--- src/rtl/cube_pkg.sv ---
// cube_pkg: shared FSM state encoding and default widths for the cube unit and its bench.
package cube_pkg;

    typedef enum logic [1:0] {
        IDLE = 2'd0,
        SQ   = 2'd1,
        CU   = 2'd2
    } state_t;

    localparam int CUBE_IN_W  = 4;
    localparam int CUBE_RES_W = 12;

endpackage

--- src/rtl/cube.sv ---
// cube: res = x^3 by shift-and-add over an external shared adder, one add per cycle.
//   Ports: clk, rst (sync, active-high), x (operand, sampled on start edge),
//          start (honoured only while busy=0), res (cube, held until next job completes),
//          busy (job in progress), sum_a/sum_b (adder operands out), sum_out (adder result in).
//   Optional macro CUBE_EARLY_EXIT_EN: each phase stops at the highest set bit of x,
//   and x==0 completes after a single busy cycle.
module cube
    import cube_pkg::*;
#(
    parameter int IN_W  = CUBE_IN_W,
    parameter int RES_W = CUBE_RES_W
) (
    input  logic             clk,
    input  logic             rst,
    input  logic [IN_W-1:0]  x,
    input  logic             start,
    output logic [RES_W-1:0] res,
    output logic             busy,
    output logic [RES_W-1:0] sum_a,
    output logic [RES_W-1:0] sum_b,
    input  logic [RES_W-1:0] sum_out
);

    localparam int IDX_W = (IN_W > 1) ? $clog2(IN_W) : 1;
    localparam logic [IDX_W-1:0] IDX_LAST = IDX_W'(IN_W - 1);

    state_t             state_q, state_d;
    logic [IN_W-1:0]    xr_q, xr_d;
    logic [RES_W-1:0]   op_q, op_d;
    logic [RES_W-1:0]   acc_q, acc_d;
    logic [IDX_W-1:0]   idx_q, idx_d;
    logic [RES_W-1:0]   res_q, res_d;
    logic               busy_q, busy_d;
    logic               last;

    always_ff @(posedge clk) begin
        if (rst) begin
            state_q <= IDLE;
            xr_q    <= '0;
            op_q    <= '0;
            acc_q   <= '0;
            idx_q   <= '0;
            res_q   <= '0;
            busy_q  <= 1'b0;
        end else begin
            state_q <= state_d;
            xr_q    <= xr_d;
            op_q    <= op_d;
            acc_q   <= acc_d;
            idx_q   <= idx_d;
            res_q   <= res_d;
            busy_q  <= busy_d;
        end
    end

    // Partial product for bit idx of the multiplier: op shifted into place, or nothing.
    assign sum_a = (state_q == IDLE) ? '0 : acc_q;
    assign sum_b = (state_q != IDLE && xr_q[idx_q]) ? (op_q << idx_q) : '0;

`ifdef CUBE_EARLY_EXIT_EN
    // Phase ends once no multiplier bit above idx remains set.
    assign last = ((xr_q >> idx_q) >> 1) == '0;
`else
    assign last = idx_q == IDX_LAST;
`endif

    always_comb begin
        state_d = state_q;
        xr_d    = xr_q;
        op_d    = op_q;
        acc_d   = acc_q;
        idx_d   = idx_q;
        res_d   = res_q;
        busy_d  = busy_q;
        case (state_q)
            IDLE: begin
                if (start) begin
                    xr_d    = x;
                    op_d    = RES_W'(x);
                    acc_d   = '0;
                    idx_d   = '0;
                    busy_d  = 1'b1;
                    state_d = SQ;
                end
            end
            SQ: begin
                acc_d = sum_out;
                idx_d = idx_q + 1'b1;
                if (last) begin
                    op_d    = sum_out;
                    acc_d   = '0;
                    idx_d   = '0;
                    state_d = CU;
                end
`ifdef CUBE_EARLY_EXIT_EN
                // Zero operand: the cube is already known, skip the second phase.
                if (xr_q == '0) begin
                    res_d   = '0;
                    busy_d  = 1'b0;
                    state_d = IDLE;
                end
`endif
            end
            CU: begin
                acc_d = sum_out;
                idx_d = idx_q + 1'b1;
                if (last) begin
                    res_d   = sum_out;
                    idx_d   = '0;
                    busy_d  = 1'b0;
                    state_d = IDLE;
                end
            end
            default: state_d = IDLE;
        endcase
    end

    assign res  = res_q;
    assign busy = busy_q;

endmodule

--- config.mk ---
export PLATFORM = sky130hd
export DESIGN_NAME = cube
export DESIGN_NICKNAME = d
export VERILOG_FILES = /design/src/rtl/cube_pkg.sv /design/src/rtl/cube.sv
export SDC_FILE = /design/constraint.sdc
export NUM_CORES = 1
export LEC_CHECK = 0
export CAP_MARGIN = 40
export CORE_MARGIN = 4
export CORE_UTILIZATION = 55
export CTS_BUF_LIST = sky130_fd_sc_hd__clkbuf_8
export CTS_CLUSTER_SIZE = 28
export DETAILED_ROUTE_END_ITERATION = 10
export PLACE_DENSITY = 0.87
export SYNTH_ARGS = -nofsm -noshare
export SYNTH_HDL_FRONTEND = slang
export SYNTH_SLANG_ARGS = --single-unit
export TNS_END_PERCENT = 30
--- constraint.sdc ---
create_clock -name clk -period 3.95 [get_ports clk]
set_input_delay 0.79 -clock clk [delete_from_list [all_inputs] [get_ports clk]]
set_output_delay 0.79 -clock clk [all_outputs]
set_load 0.005 [all_outputs]
==> impl_metrics.json, run 1 <==
{
  "outcome": "finished clean",
  "powerDensity_nw_per_um2": 411,
  "cp_slowest_cell": "clkdlybuf4s50_1",
  "avgSynthCellArea_sq_um": 9.27,
  "diodes": 0,
  "worstPathCellList": "inv_1 > ha_1 > nand2b_1 > a211oi_2 > clkdlybuf4s50_1",
  "dpl-instance-area_sq_um": 2890,
  "root_buffer": "clkbuf_8",
  "grt_pass1_wl_um": 9430,
  "dp_hpwl_um": 4060,
  "htree_levels": 2,
  "area_growth_pct": 26.8,
  "critical_path_class": "reg2out",
  "ctsHoldBuffers": 0,
  "drt-total-wl_um": 5750,
  "leakage_nw": 1.00,
  "clock_latency_ns": 0.30,
  "grt-ovfl-total": 0,
  "drt-wirelength-per-cell_um": 16.4,
  "num_vias": 2043,
  "report.power.total_mw": 1.24,
  "cp_max_fo": 10,
  "ys_async_sr_fraction_pct": 0,
  "synth_cell_types": 39,
  "synth_seq_cells": 45,
  "cts_num_sinks": 45,
  "first_iter_violations": 102,
  "die_h_um": 73.7,
  "clkTransAtPathRegs_ns": 0.08,
  "ios": 56,
  "setup_viol": 0,
  "die_area_sq_um": 5430,
  "final_layout_size_suffix_gt1_share_pct": 12.3,
  "cp_data_required_time_ns": 3.16,
  "grt_pass1_vias": 1895,
  "final_common_cell": "clkdlybuf4s50_1",
  "syn_area_sq_um": 2370,
  "ys_warn_count": 0,
  "start_util_pct": 58.1,
  "synth_compound_area_share_pct": 20.2,
  "fin_nets": 325,
  "antenna_found_initial": 0,
  "synth_fa_ha_area_share_pct": 3.69,
  "period_needed_ns": 3.05,
  "cp_data_arrival_time_ns": 2.26,
  "synth_nets": 282,
  "nFillCells": 300,
  "post_cts_resized": 0,
  "drtAntennaViolNets": 0,
  "hold_slack_ns": 0.460,
  "fmax_ghz": 0.327,
  "routed_via_density": 5.84,
  "drc": 0,
  "max_stage_delay_ns": 0.53,
  "clk_path_buf_depth": 2,
  "drt_first_pass_iters": 4,
  "numPortBuffers": 55,
  "die_x_um": 73.7,
  "fin_crit_sh_pct": 77.3,
  "grtUsageTotal_pct": 22.6,
  "rsz0062_at_grt": "false",
  "final_util_pct": 73.6,
  "synth_simple_gate_area_share_pct": 20.0,
  "synth_top_family_by_area": "compound AO/OA/AOI/OAI gates",
  "gp_congestion": 0.838,
  "final_cell_mix": "clkdlybuf4s50_1 (55), dfxtp_1 (45), a21oi_1 (34)",
  "cts_tree": "done",
  "cp-start-kind": "flop",
  "final.setup.worst_slack_ns": 0.896,
  "tns_ns": 0,
  "end_kind": "primary output",
  "fin_area_sq_um": 3010,
  "hold_path.class": "reg2reg",
  "synthCells": 256,
  "ir_worst_vdd_v": 0.000335,
  "maxCapViolations": 0,
  "synthXorXnorAreaFrac_pct": 0,
  "num_rows": 23,
  "instances_no_fill": 350,
  "skew_ns": 0.00702,
  "worst_pin_slew_ns": 0.932,
  "dp_worst_setup_slack_ns": 1.24,
  "drv_slew": 0,
  "dpl.cell_count": 342,
  "synth_flop_cell": "dfxtp_1",
  "cts_setup_buffers": 0,
  "slew-limit-headroom_pct": 37.9,
  "synth_edf_count": 0,
  "numCtsBuffers": 5,
  "hold_viol_final": 0,
  "grt_max_degree": 29,
  "muxShareOfSynthArea_pct": 12.1,
  "core_area_sq_um": 4090,
  "ff_latch_area_sq_um": 901,
  "ys_seq_area_share_pct": 38.0,
  "multi_input_area_sq_um": 1330
}
-- kinds of logic (layout without fill, tap and decap cells) --
kind of cell / Yosys count / count (layout)
simple gates: 89 / 89
compound gates: 71 / 71
flops: 45 / 45
buf+inv: 27 / 71
mux: 17 / 17
fa+ha+maj: 7 / 7
-- flip-flops by register name, summed over array words and instances (netlist names) --
| register | flops |
|---|---|
| xr_q | 4 |
| state_q | 2 |
| acc_q | 12 |
| op_q | 12 |
| res | 12 |
| idx_q | 2 |
| busy | 1 |
-- critical path: cells and delay by family (launching register included) --
family | cells | cell delay [ns]
AO/OA/AOI/OAI | 1 | 0.24
adder cells (fa/ha/maj) | 1 | 0.23
flip-flops | 1 | 0.45
buffers and inverters | 2 | 0.66
AND/OR/NAND/NOR | 1 | 0.38
-- final timing paths --
path	startpoint	cells past startpoint	slack, ns	to
max	state_q[1]$_SDFFE_PP0P_	5	0.90	sum_b[3]
min	res[9]$_SDFFE_PP0P_	2	0.46	res[9]$_SDFFE_PP0P_
max reg2reg	state_q[1]$_SDFFE_PP0P_	6	1.66	acc_q[5]$_SDFFE_PP0P_
min reg2reg	res[9]$_SDFFE_PP0P_	2	0.46	res[9]$_SDFFE_PP0P_
-- synthesized netlist by cell type (2+ instances only) --
cell type / n / area [sq um]
a21oi_1: 34 / 170
a22o_1: 11 / 96.3
a311oi_2: 4 / 60.1
a32oi_1: 2 / 17.5
buf_2: 12 / 60.1
buf_6: 3 / 33.8
clkbuf_1: 7 / 26.3
dfxtp_1: 45 / 901
ha_1: 7 / 87.6
inv_1: 3 / 11.3
mux2i_1: 7 / 70.1
mux4_2: 9 / 203
nand2_1: 32 / 120
nand2b_1: 2 / 12.5
nand3_1: 8 / 40.0
nand4_1: 8 / 50.1
nor2_1: 4 / 15.0
nor2b_1: 20 / 125
nor2b_2: 8 / 70.1
nor3_1: 2 / 10.0
o21ai_0: 7 / 35.0
o21ai_1: 4 / 20.0
-- layout make-up --
cell class	count	area share, %
multi-input combinational	184	44.2
clock buffer	6	2.74
inverter	3	0.374
sequential	45	29.9
timing repair buffer	60	19.5
tap	50	2.08
clock inverter	2	1.12
-- metal layers --
layer / wire, um / vias to the layer above / GRT usage [%] / part of all wire [%]
li1: - / 1004 / - / -
met1: 2550 / 963 / 30.2 / 44
met2: 2740 / 69 / 35.3 / 48
met3: 386 / 7 / 6.57 / 6.7
met4: 68 / 0 / 7.04 / 1.2
met5: 0 / - / 0 / 0
-- power breakdown --
part | internal, mW | switching, mW
registers | 0.489 | 0.0339
logic | 0.153 | 0.202
clock network | 0.204 | 0.155
total | 0.846 | 0.391
Power figures use the tool's default switching activity.
==> run 2: changes to the inputs <==
--- a/config.mk
+++ b/config.mk
@@ -7,11 +7,11 @@
 export LEC_CHECK = 0
 export CAP_MARGIN = 40
 export CORE_MARGIN = 4
-export CORE_UTILIZATION = 55
+export CORE_UTILIZATION = 46
 export CTS_BUF_LIST = sky130_fd_sc_hd__clkbuf_8
 export CTS_CLUSTER_SIZE = 28
 export DETAILED_ROUTE_END_ITERATION = 10
-export PLACE_DENSITY = 0.87
+export PLACE_DENSITY = 0.78
 export SYNTH_ARGS = -nofsm -noshare
 export SYNTH_HDL_FRONTEND = slang
 export SYNTH_SLANG_ARGS = --single-unit
==> constraint.sdc (replaced) <==
create_clock -name clk -period 2.5 [get_ports clk]
set_input_delay 0.5 -clock clk [delete_from_list [all_inputs] [get_ports clk]]
set_output_delay 0.5 -clock clk [all_outputs]
set_load 0.005 [all_outputs]
==> impl_metrics.json, run 2 (synthesis gave the netlist of run 1 again) <==
{
  "nFillCells": 396,
  "use_met2_pct": 26.4,
  "outcome": "finished clean",
  "cp-start-kind": "flop",
  "die_x_um": 79.8,
  "hold_viol_final": 0,
  "cp_data_required_time_ns": 2.00,
  "die_h_um": 79.8,
  "drv_slew": 0,
  "cp_max_fo": 17,
  "final_layout_size_suffix_gt1_share_pct": 15.7,
  "dp_hpwl_um": 4020,
  "worst_pin_slew_ns": 0.560,
  "grt_pass1_vias": 1887,
  "diodes": 0,
  "grt_util_met1_pct": 26.5,
  "num_rows": 25,
  "cts_num_sinks": 45,
  "skew_ns": 0.00688,
  "grt.busiest_layer": "met1",
  "grtUsageTotal_pct": 18.4,
  "tns_ns": 0,
  "grt_max_degree": 35,
  "cp_data_arrival_time_ns": 1.91,
  "ir_worst_vdd_v": 0.000528,
  "final_cell_mix": "clkdlybuf4s50_1 (54), dfxtp_1 (41), a21oi_1 (34)",
  "fmax_ghz": 0.415,
  "drt-total-wl_um": 5510,
  "final_common_cell": "clkdlybuf4s50_1",
  "dpl-instance-area_sq_um": 2960,
  "ios": 56,
  "routed_via_density": 5.44,
  "root_buffer": "clkbuf_8",
  "reg2reg_depth": 8,
  "area_growth_pct": 30.7,
  "whs_path_depth": 2,
  "core_area_sq_um": 4850,
  "final_util_pct": 64.0,
  "end_kind": "primary output",
  "antenna_found_initial": 0,
  "cts_tree": "done",
  "drt-wirelength-per-cell_um": 14.8,
  "maxCapViolations": 0,
  "htree_levels": 2,
  "fin_nets": 331,
  "drc": 0,
  "ctsHoldBuffers": 0,
  "critical_path_class": "reg2out",
  "fin_area_sq_um": 3100,
  "setup_viol": 0,
  "leakage_nw": 1.05,
  "use_met3_pct": 5.08,
  "drtAntennaViolNets": 0,
  "report.power.total_mw": 1.95,
  "clk_path_buf_depth": 2,
  "drt_first_pass_iters": 4,
  "grt-ovfl-total": 0,
  "clkTransAtPathRegs_ns": 0.08,
  "die_area_sq_um": 6370,
  "numPortBuffers": 55,
  "hold_slack_ns": 0.459,
  "slew-limit-headroom_pct": 61.6,
  "clock_latency_ns": 0.29,
  "rsz0062_at_grt": "false",
  "hold_path.class": "reg2reg",
  "start_util_pct": 49.0,
  "first_iter_violations": 124,
  "powerDensity_nw_per_um2": 630,
  "numCtsBuffers": 5,
  "period_needed_ns": 2.41,
  "gp_congestion": 0.821,
  "num_vias": 2028,
  "grt_pass1_wl_um": 9230,
  "fin_crit_sh_pct": 96.5
}
-- run 2: cell types whose count changed in the layout (fill, tap and decap cells not counted) --
| cell | delta |
|---|---|
| buf_4 | +4 |
| dlymetal6s2s_1 | +1 |
| ha_2 | +1 |
| dfxtp_2 | +2 |
| clkinv_4 | +1 |
| clkdlybuf4s50_1 | -1 |
| clkbuf_8 | -1 |
| dfxtp_1 | -4 |
| buf_6 | +1 |
| ha_1 | -1 |
| buf_12 | +1 |
| dfxtp_4 | +2 |
-- run 2: through the flow --
stage,instances,setup WS (ns)
final,373,0.0875
after global routing,373,0.0110
after CTS,373,0.00589
after detailed placement,365,0.266
after global placement,365,0.285
after floorplan,256,0.742
-- run 2: repair_timing --
action,4_1_cts,5_1_grt
setup buffers,0,0
endpoints found under the setup margin,12,12
gates resized for setup,6,6
pin swaps,0,0
-- run 2: per-layer routing --
| layer | routed length [um] | share of wire (%) | up-vias |
|---|---|---|---|
| li1 | - | - | 1019 |
| met1 | 2540 | 46 | 953 |
| met2 | 2550 | 46 | 51 |
| met3 | 365 | 6.6 | 5 |
| met4 | 57 | 1.0 | 0 |
| met5 | 0 | 0 | - |
-- run 2: final timing paths --
kind / start / endpoint / slack, ns
min reg2reg: res[4]$_SDFFE_PP0P_ / res[4]$_SDFFE_PP0P_ / 0.46
max reg2reg: state_q[1]$_SDFFE_PP0P_ / acc_q[1]$_SDFFE_PP0P_ / 0.68
max: idx_q[0]$_SDFFE_PP0P_ / sum_b[9] / 0.09
min: res[4]$_SDFFE_PP0P_ / res[4]$_SDFFE_PP0P_ / 0.46
-- run 2: where the power goes --
part	total (mW)	leakage [nW]	internal (mW)	switching (mW)
sequential	0.836	0.367	0.777	0.0593
combinational	0.583	0.627	0.269	0.314
clock	0.535	0.0595	0.296	0.240
-- run 2: layout make-up --
cell class                      count  area (sq um)  area share [%]
Multi-Input combinational cell    184          1330            43.0
Inverter                            3          11.3           0.363
Timing Repair Buffer               66           652            21.0
Tap cell                           67          83.8            2.70
Clock buffer                        5          68.8            2.22
Sequential cell                    45           911            29.4
Clock inverter                      3          42.5            1.37
-- run 2: worst max-delay path: stages (launching register included) --
cell and delay [ns]:
dfxtp_2 0.37, buf_12 0.16, mux4_2 0.50, nor2b_2 0.16, clkdlybuf4s50_1 0.43
